$ cat src/rtl/feistel_engine_if.sv
// Block handshake and data bundle between the packet buffer, feistel_engine and the output stage.
// iv_load/iv_in exist only when FEISTEL_CBC_EN is defined.
interface feistel_engine_if #(
    parameter int HALF_W = 32,
    parameter int ROUNDS = 16
);
    logic                     start;
    logic                     mode;
    logic                     abort;
    logic [2*HALF_W-1:0]      data_in;
    logic [ROUNDS*HALF_W-1:0] round_keys;
    logic                     busy;
    logic                     done;
    logic [2*HALF_W-1:0]      data_out;
`ifdef FEISTEL_CBC_EN
    logic                     iv_load;
    logic [2*HALF_W-1:0]      iv_in;

    modport master (output start, mode, abort, data_in, round_keys, iv_load, iv_in,
                    input  busy, done, data_out);
    modport slave  (input  start, mode, abort, data_in, round_keys, iv_load, iv_in,
                    output busy, done, data_out);
`else
    modport master (output start, mode, abort, data_in, round_keys,
                    input  busy, done, data_out);
    modport slave  (input  start, mode, abort, data_in, round_keys,
                    output busy, done, data_out);
`endif
endinterface

$ cat src/rtl/feistel_engine.sv
// Iterative Feistel cipher: RPC rounds per clock, done pulses ROUNDS/RPC cycles after start; start ignored while busy.
// Optional CBC chaining is compiled in with FEISTEL_CBC_EN.
module feistel_engine #(
    parameter int HALF_W = 32,
    parameter int ROUNDS = 16,
    parameter int RPC    = 1
) (
    input  logic            clk,
    input  logic            n_rst,
    feistel_engine_if.slave bus
);
    localparam int               BLK_W    = 2 * HALF_W;
    localparam int               CNT_W    = $clog2(ROUNDS + 1);
    localparam logic [CNT_W-1:0] LAST_CNT = CNT_W'(ROUNDS - RPC);
    localparam logic [CNT_W-1:0] STEP     = CNT_W'(RPC);

    typedef enum logic {IDLE = 1'b0, RUN = 1'b1} state_t;

    state_t            state_q, state_d;
    logic              accept, step, finish, last;
    logic [CNT_W-1:0]  cnt_q, cnt_d;
    logic [HALF_W-1:0] l_q, l_d, r_q, r_d, rnd_l, rnd_r;
    logic              mode_q, mode_d;
    logic [BLK_W-1:0]  dout_q, dout_d, blk_in, result;
    logic              done_q, done_d;

    function automatic logic [HALF_W-1:0] rotl3(input logic [HALF_W-1:0] x);
        return {x[HALF_W-4:0], x[HALF_W-1:HALF_W-3]};
    endfunction

    assign last = (cnt_q == LAST_CNT);

    always_ff @(posedge clk or negedge n_rst) begin
        if (!n_rst) begin
            state_q <= IDLE;
        end else begin
            state_q <= state_d;
        end
    end

    always_comb begin
        state_d = state_q;
        case (state_q)
            IDLE:    if (bus.start) state_d = RUN;
            RUN:     if (bus.abort || last) state_d = IDLE;
            default: state_d = IDLE;
        endcase
    end

    always_comb begin
        accept = 1'b0;
        step   = 1'b0;
        finish = 1'b0;
        case (state_q)
            IDLE: accept = bus.start;
            RUN: begin
                step   = !bus.abort;
                finish = !bus.abort && last;
            end
            default: ;
        endcase
    end

    // Decrypt walks the key schedule backwards from the same counter.
    always_comb begin
        logic [HALF_W-1:0] l, r, t, k;
        int                idx;
        l   = l_q;
        r   = r_q;
        t   = '0;
        k   = '0;
        idx = 0;
        for (int j = 0; j < RPC; j++) begin
            idx = int'(cnt_q) + j;
            if (!mode_q) idx = ROUNDS - 1 - idx;
            k = bus.round_keys[idx*HALF_W +: HALF_W];
            t = l ^ (rotl3(r) ^ (r + k));
            l = r;
            r = t;
        end
        rnd_l = l;
        rnd_r = r;
    end

`ifdef FEISTEL_CBC_EN
    logic [BLK_W-1:0] chain_q, chain_d, cin_q, cin_d, chain_sel;

    // An IV loaded in the start cycle already applies to that block.
    assign chain_sel = bus.iv_load ? bus.iv_in : chain_q;
    assign blk_in    = bus.mode ? (bus.data_in ^ chain_sel) : bus.data_in;
    assign result    = mode_q ? {rnd_r, rnd_l} : ({rnd_r, rnd_l} ^ chain_q);

    always_comb begin
        chain_d = chain_q;
        cin_d   = cin_q;
        if (state_q == IDLE && bus.iv_load) chain_d = bus.iv_in;
        if (accept) cin_d = bus.data_in;
        if (finish) chain_d = mode_q ? result : cin_q;
    end

    always_ff @(posedge clk or negedge n_rst) begin
        if (!n_rst) begin
            chain_q <= '0;
            cin_q   <= '0;
        end else begin
            chain_q <= chain_d;
            cin_q   <= cin_d;
        end
    end
`else
    assign blk_in = bus.data_in;
    assign result = {rnd_r, rnd_l};
`endif

    always_comb begin
        cnt_d  = cnt_q;
        l_d    = l_q;
        r_d    = r_q;
        mode_d = mode_q;
        dout_d = dout_q;
        done_d = 1'b0;
        if (accept) begin
            cnt_d  = '0;
            l_d    = blk_in[BLK_W-1:HALF_W];
            r_d    = blk_in[HALF_W-1:0];
            mode_d = bus.mode;
        end else if (step) begin
            cnt_d = cnt_q + STEP;
            l_d   = rnd_l;
            r_d   = rnd_r;
        end
        if (finish) begin
            dout_d = result;
            done_d = 1'b1;
        end
    end

    always_ff @(posedge clk or negedge n_rst) begin
        if (!n_rst) begin
            cnt_q  <= '0;
            l_q    <= '0;
            r_q    <= '0;
            mode_q <= 1'b0;
            dout_q <= '0;
            done_q <= 1'b0;
        end else begin
            cnt_q  <= cnt_d;
            l_q    <= l_d;
            r_q    <= r_d;
            mode_q <= mode_d;
            dout_q <= dout_d;
            done_q <= done_d;
        end
    end

    assign bus.busy     = (state_q == RUN);
    assign bus.done     = done_q;
    assign bus.data_out = dout_q;
endmodule

$ cat src/flat_wrapper.sv
// flat-port wrapper written by rule: the top's interface ports become plain ports
module feistel_engine_flat 
#(
    parameter int HALF_W = 32,
    parameter int ROUNDS = 16,
    parameter int RPC    = 1
)
  (clk, n_rst, bus_start, bus_mode, bus_abort, bus_data_in, bus_round_keys, bus_busy, bus_done, bus_data_out);
  feistel_engine_if #(.HALF_W(HALF_W), .ROUNDS(ROUNDS)) bus_i ();
  input  logic clk;
  input  logic n_rst;
  input wire logic [$bits(bus_i.start)-1:0] bus_start;
  input wire logic [$bits(bus_i.mode)-1:0] bus_mode;
  input wire logic [$bits(bus_i.abort)-1:0] bus_abort;
  input wire logic [$bits(bus_i.data_in)-1:0] bus_data_in;
  input wire logic [$bits(bus_i.round_keys)-1:0] bus_round_keys;
  output wire logic [$bits(bus_i.busy)-1:0] bus_busy;
  output wire logic [$bits(bus_i.done)-1:0] bus_done;
  output wire logic [$bits(bus_i.data_out)-1:0] bus_data_out;
  assign bus_i.start = bus_start;
  assign bus_i.mode = bus_mode;
  assign bus_i.abort = bus_abort;
  assign bus_i.data_in = bus_data_in;
  assign bus_i.round_keys = bus_round_keys;
  assign bus_busy = bus_i.busy;
  assign bus_done = bus_i.done;
  assign bus_data_out = bus_i.data_out;
  feistel_engine #(.HALF_W(HALF_W), .ROUNDS(ROUNDS), .RPC(RPC)) u_core (.clk(clk), .n_rst(n_rst), .bus(bus_i));
endmodule
$ cat config.mk
export PLATFORM = sky130hd
export DESIGN_NAME = feistel_engine_flat
export DESIGN_NICKNAME = d
export VERILOG_FILES = /design/src/rtl/feistel_engine_if.sv /design/src/rtl/feistel_engine.sv /design/src/flat_wrapper.sv
export SDC_FILE = /design/constraint.sdc
export NUM_CORES = 1
export LEC_CHECK = 0
export CORE_AREA = 2 2 250 252
export DETAILED_ROUTE_END_ITERATION = 6
export DIE_AREA = 0 0 252 254
export PLACE_DENSITY_LB_ADDON = 0.3
export SKIP_CTS_REPAIR_TIMING = 1
export SLEW_MARGIN = 0
export SYNTH_ARGS = -nofsm -noshare
export SYNTH_HDL_FRONTEND = slang
export SYNTH_SLANG_ARGS = --single-unit
$ cat constraint.sdc
create_clock -name clk -period 5.2 [get_ports clk]
set_input_delay 1.56 -clock clk [delete_from_list [all_inputs] [get_ports clk]]
set_output_delay 1.56 -clock clk [all_outputs]
set_load 0.02 [all_outputs]
Word-level counts from Yosys, hierarchy flattened:

Index checks and enable logic that the tools add are counted.

* eq/ne operators: 1
* muxes and demuxes: 14
* reductions and logical operators: 4
* bitwise gates (word level): 3
* shifts and indexed selects: 1
* add/subtract/negate cells: 3

Operators with widths (number)
* $shiftx A512 B32 Y32: 1
* $mux W32: 4
* $xor A32 B32 Y32: 2
* $add A32 B32 Y32: 1
* $mux W27: 1
* $mux W5: 2
* $mux W1: 6
* $sub A4 B5 Y6 const A: 1
* $add A5 B1 Y5 const B: 1
* $eq A5 B4 Y1 const B: 1
* $pmux W1 S2: 1
* $reduce_bool A2 Y1: 1
* $logic_and A1 B1 Y1: 1
* $logic_not A1 Y1: 1
* $logic_or A1 B1 Y1: 1
* $not A1 Y1: 1

* word-level logic and storage cells: 33
* bits of input ports: 581
* register bits: 136

Logic depth before layout (Yosys ltp):

* depth in word-level cells: 8
* mapped depth: 18

Least setup slack after synthesis:

OpenSTA, ideal clock, no wires.

* kind: input -> register
* start point: input bus_round_keys[224]
* end point: register u_core.r_q[24]
* stages on the path: 14
* path slack: 524 ps
* arrival: 4581 ps
* path through: mux4_2 > nor2b_1 > a211oi_1 > a211oi_1 > ha_1 > fa_1 > a211oi_1 > o21ai_2 > a31o_1 > a221oi_2 > o21ai_2 > a21oi_4 > nor3_1 > a311oi_2

* longest elaborated chain between the ends: 6

RTL lines
* start, declared: RTL line flat_wrapper.sv:16 `input wire logic [$bits(bus_i.round_keys)-1:0] bus_round_keys;`
* $shiftx A512 B32 Y32: RTL line feistel_engine.sv:76 `k = bus.round_keys[idx*HALF_W +: HALF_W];`
* $add A32 B32 Y32: RTL line feistel_engine.sv:77 `t = l ^ (rotl3(r) ^ (r + k));`
* $xor A32 B32 Y32 (2 in series): RTL line feistel_engine.sv:77
* $mux W32: RTL line feistel_engine.sv:127 `end else if (step) begin`
* $mux W32: RTL line feistel_engine.sv:122 `if (accept) begin`
* end signal, assigned: RTL line feistel_engine.sv:149 `r_q <= r_d;`
* end, declared: RTL line feistel_engine.sv:22 `logic [HALF_W-1:0] l_q, l_d, r_q, r_d, rnd_l, rnd_r;`

Every way passes these cells. The select of a mux whose other input is x is not followed.
A chain may end at the register's enable or synchronous reset.

Worst setup path after layout:

* start point: input bus_round_keys[172]
* end point: register u_core.dout_q[57] (netlist: u_core.bus.data_out[57])

* longest elaborated chain between the ends: 4

RTL lines
* $shiftx A512 B32 Y32: RTL line feistel_engine.sv:76
* $add A32 B32 Y32: RTL line feistel_engine.sv:77
* $xor A32 B32 Y32 (2 in series): RTL line feistel_engine.sv:77
* end signal, assigned: RTL line feistel_engine.sv:151 `dout_q <= dout_d;`
* end, declared: RTL line feistel_engine.sv:24 `logic [BLK_W-1:0] dout_q, dout_d, blk_in, result;`

Every way passes these cells.

==> flow_results.xml <==
<?xml version="1.0" encoding="UTF-8"?>
<metrics>
  <group name="outcome">
    <metric name="outcome" unit="">finished, final reports clean</metric>
  </group>
  <group name="cts">
    <metric name="root_buffer" unit="">sky130_fd_sc_hd__clkbuf_16</metric>
    <metric name="tritoncts" unit="">yes</metric>
    <metric name="clk_transition_reported_paths" unit="ns">0.07</metric>
    <metric name="clock-sinks" unit="">136</metric>
    <metric name="ctsHtreeMaxLevel" unit="">4</metric>
    <metric name="tritoncts.num_buffers" unit="">17</metric>
    <metric name="worstSkewPairLatency" unit="ns">0.45</metric>
    <metric name="cts_buffer_depth" unit="">2</metric>
  </group>
  <group name="critical_path">
    <metric name="worstPathArrival" unit="ns">5.40</metric>
    <metric name="worst_ep_required_time" unit="ns">5.49</metric>
    <metric name="end_kind" unit="">flip-flop</metric>
    <metric name="type_of_the_setup_path_with_the_least_slack" unit="">primary input to flip-flop</metric>
    <metric name="critical_path_peak_fanout" unit="">5</metric>
    <metric name="start_kind" unit="">primary input</metric>
    <metric name="timing.reg2reg.worst_path_depth" unit="">18</metric>
  </group>
  <group name="yosys">
    <metric name="syn_nets" unit="">1848</metric>
    <metric name="yosys.area_share.xor_xnor" unit="">0.0702</metric>
    <metric name="yosys.area_share.adder" unit="">0.0352</metric>
    <metric name="synth_compound_gate_area_share" unit="">0.144</metric>
    <metric name="yosysTopAreaCell" unit="">sky130_fd_sc_hd__dfrtp_1</metric>
    <metric name="syn_area_cell" unit="µm²">9.69</metric>
    <metric name="register_area_share_after_synthesis" unit="">0.285</metric>
    <metric name="netlist_instances" unit="">1234</metric>
    <metric name="synth.area.top_cells" unit="">sky130_fd_sc_hd__dfrtp_1 28%, sky130_fd_sc_hd__mux4_2 24%, sky130_fd_sc_hd__nand2_1 10%</metric>
    <metric name="yosys_most_used_dff" unit="">sky130_fd_sc_hd__dfrtp_1</metric>
    <metric name="netlist.area_leader.share" unit="">0.285</metric>
    <metric name="count_of_flip_flops_with_a_built_in_enable_after_synthesis" unit="">0</metric>
    <metric name="synth_simple_gate_area_share" unit="">0.159</metric>
    <metric name="synth-seq-cells" unit="">136</metric>
    <metric name="synth.area.mux_share" unit="">0.268</metric>
    <metric name="ys_warn_count" unit="">0</metric>
    <metric name="synthDistinctLibCells" unit="">59</metric>
    <metric name="synthArstFlopShare" unit="">1.00</metric>
    <metric name="combinational_family_with_the_most_area_after_synthesis" unit="">multiplexers</metric>
    <metric name="synth.cell_area" unit="µm²">12000</metric>
  </group>
  <group name="placement">
    <metric name="buffers_added_on_ports" unit="">646</metric>
    <metric name="finalWeightedCongestion" unit="">0.959</metric>
    <metric name="dp.final_hpwl" unit="µm">59900</metric>
  </group>
  <group name="floorplanning">
    <metric name="io_pins" unit="">647</metric>
    <metric name="dieArea" unit="µm²">64000</metric>
    <metric name="starting_density_of_the_core" unit="">0.195</metric>
    <metric name="die_y" unit="µm">254</metric>
    <metric name="core_area" unit="µm²">61300</metric>
    <metric name="floorplan.rows" unit="">91</metric>
    <metric name="chipWidth" unit="µm">252</metric>
  </group>
  <group name="timing">
    <metric name="finalCritPeriodShare" unit="">0.983</metric>
    <metric name="fmax" unit="MHz">196</metric>
    <metric name="worst-slew-pin-transition" unit="ns">1.11</metric>
    <metric name="clock-skew-final" unit="ns">0.0125</metric>
    <metric name="final_setup_violations" unit="">0</metric>
    <metric name="final_max_slew_viol_count" unit="">0</metric>
    <metric name="hold_viol" unit="">0</metric>
    <metric name="max-slew-margin-rel" unit="">0.256</metric>
    <metric name="period_minus_slack" unit="ns">5.11</metric>
    <metric name="rsz0062_at_grt" unit="">no</metric>
    <metric name="hold_slack" unit="ns">0.473</metric>
  </group>
  <group name="route">
    <metric name="amount_of_wire_on_met2_after_detailed_routing" unit="µm">34400</metric>
    <metric name="detail_route.first_pass.iterations" unit="">5</metric>
    <metric name="ant_nets" unit="">0</metric>
    <metric name="m1WireLength" unit="µm">29600</metric>
    <metric name="post-route-drc-count" unit="">0</metric>
    <metric name="via_count" unit="">13000</metric>
    <metric name="aggregate_routed_wire_length" unit="µm">70400</metric>
    <metric name="highest_layer" unit="">met5</metric>
    <metric name="wl_per_cell" unit="µm">25.8</metric>
    <metric name="avgViaCountPerCell" unit="">4.75</metric>
    <metric name="wl_met3" unit="µm">4470</metric>
    <metric name="drt_iter0_drc" unit="">953</metric>
  </group>
  <group name="final_layout">
    <metric name="multi_input_comb_area" unit="µm²">8200</metric>
    <metric name="final_util" unit="">0.337</metric>
    <metric name="area.sequential" unit="µm²">3400</metric>
    <metric name="post_route_cells_drive_above_1_share" unit="">0.157</metric>
    <metric name="layout_commonest_cell" unit="">sky130_fd_sc_hd__clkdlybuf4s50_1</metric>
    <metric name="area_growth" unit="%">72.7</metric>
    <metric name="fillers" unit="">6234</metric>
    <metric name="design.final.nets" unit="">2529</metric>
    <metric name="mostFrequentLayoutCells" unit="">645 x sky130_fd_sc_hd__clkdlybuf4s50_1, 322 x sky130_fd_sc_hd__nand2_1, 135 x sky130_fd_sc_hd__dfrtp_1</metric>
  </group>
  <group name="global_route">
    <metric name="antenna_found_initial" unit="">33</metric>
    <metric name="pin_count_of_the_biggest_net_entering_global_routing" unit="">79</metric>
    <metric name="grt_first_pass_wirelength" unit="µm">97400</metric>
    <metric name="grt_pass1_vias" unit="">13600</metric>
    <metric name="grt_remaining_overflow" unit="">0</metric>
    <metric name="grt.total_usage" unit="">0.214</metric>
  </group>
  <group name="worst_hold_path">
    <metric name="whs_path_depth" unit="">2</metric>
    <metric name="timing.hold.worst.class" unit="">flip-flop to flip-flop</metric>
  </group>
  <group name="pwr">
    <metric name="power_leakage" unit="nW">8.30</metric>
    <metric name="peakVddDrop" unit="µV">297</metric>
    <metric name="p_per_area" unit="nW/µm²">556</metric>
  </group>
  <group name="flow_run">
    <metric name="maxCapViolCount" unit="">0</metric>
  </group>
</metrics>
path summary, 6_finish.rpt:
check / start / to / slack, ns
setup / recovery: bus_round_keys[172] / u_core.bus.data_out[57] / 0.09
hold / removal: u_core.bus.data_out[49] / u_core.bus.data_out[49] / 0.47
hold reg to reg: u_core.bus.data_out[49] / u_core.bus.data_out[49] / 0.47
setup reg to reg: u_core.mode_q / u_core.bus.data_out[57] / 0.21
min in group asynchronous: n_rst / u_core.bus.data_out[57] / 1.09
max in group asynchronous: n_rst / u_core.bus.data_out[1] / 3.24
cell type report:
class | instances | share of cell area
multi-input combinational | 992 | 0.397
sequential | 136 | 0.165
inverter | 9 | 0.00164
clock inverter | 14 | 0.00763
tap | 790 | 0.0479
antenna | 14 | 0.00170
clock buffer | 18 | 0.0213
timing repair buffer | 759 | 0.358
state kept, by name, summed over array words and instances (netlist names):
register	cells
u_core.bus.data_out	64
u_core.l_q	32
u_core.r_q	32
u_core.cnt_q	5
u_core.bus.busy	1
u_core.bus.done	1
u_core.mode_q	1
layer usage:
metal  vias up  GRT usage
met5         -          0
met2       568      0.360
met4        12     0.0732
met1      6378      0.273
li1       5932          -
met3        89     0.0417
synthesized netlist by cell type, types with 9 or more instances:
master and n:
sky130_fd_sc_hd__buf_4 11, sky130_fd_sc_hd__mux4_2 126, sky130_fd_sc_hd__nand3_1 12, sky130_fd_sc_hd__a31oi_1 22, sky130_fd_sc_hd__buf_2 21, sky130_fd_sc_hd__dfrtp_1 136, sky130_fd_sc_hd__mux2i_1 33, sky130_fd_sc_hd__a21oi_1 37
sky130_fd_sc_hd__nor2_1 41, sky130_fd_sc_hd__nor2b_1 33, sky130_fd_sc_hd__a211oi_1 68, sky130_fd_sc_hd__o21ai_0 43, sky130_fd_sc_hd__xor2_1 28, sky130_fd_sc_hd__nand2_1 323, sky130_fd_sc_hd__xnor2_1 66, sky130_fd_sc_hd__a22oi_1 34
sky130_fd_sc_hd__clkbuf_1 59, sky130_fd_sc_hd__and3_1 9, sky130_fd_sc_hd__ha_1 32
where the power goes:
part           switching, mW  total, mW  internal, mW
clock network          0.553       1.24         0.692
logic                   4.32       8.56          4.24
registers              0.408       1.69          1.28
total                   5.28       11.5          6.21
kinds of logic after synthesis:
kind of cell	Yosys count
simple gates	450
compound gates	252
mux	162
flops	136
buf+inv	106
xor+xnor	95
fa+ha+maj	33
critical path, cell delays in order:
cell and delay (ns):
sky130_fd_sc_hd__clkdlybuf4s50_1 0.49, sky130_fd_sc_hd__mux4_2 0.26, sky130_fd_sc_hd__nor2b_1 0.13, sky130_fd_sc_hd__a211oi_1 0.06, sky130_fd_sc_hd__a211oi_1 0.93, sky130_fd_sc_hd__ha_1 0.43, sky130_fd_sc_hd__a21oi_1 0.15, sky130_fd_sc_hd__o21ai_0 0.16
sky130_fd_sc_hd__a21oi_1 0.19, sky130_fd_sc_hd__o21ai_2 0.14, sky130_fd_sc_hd__a21boi_0 0.27, sky130_fd_sc_hd__buf_4 0.18, sky130_fd_sc_hd__o21bai_1 0.08, sky130_fd_sc_hd__xnor2_1 0.24, sky130_fd_sc_hd__o21ai_0 0.12
per-stage QoR:
step	setup WS, ns	cells	cell area (µm²)	power (mW)	TNS (ns)
4_1_cts	-0.0441	2717	20600	11.4	-0.0675
3_3_place_gp	-0.421	2685	20000	10.1	-9.14
2_1_floorplan	0.524	1234	12000	6.85	0
5_1_grt	0.0376	2731	20700	12.3	0
3_5_place_dp	-0.519	2685	20000	10.2	-11.52
6_report	0.0898	2732	20700	11.5	0
No activity file was read; power rests on OpenSTA's default activity.
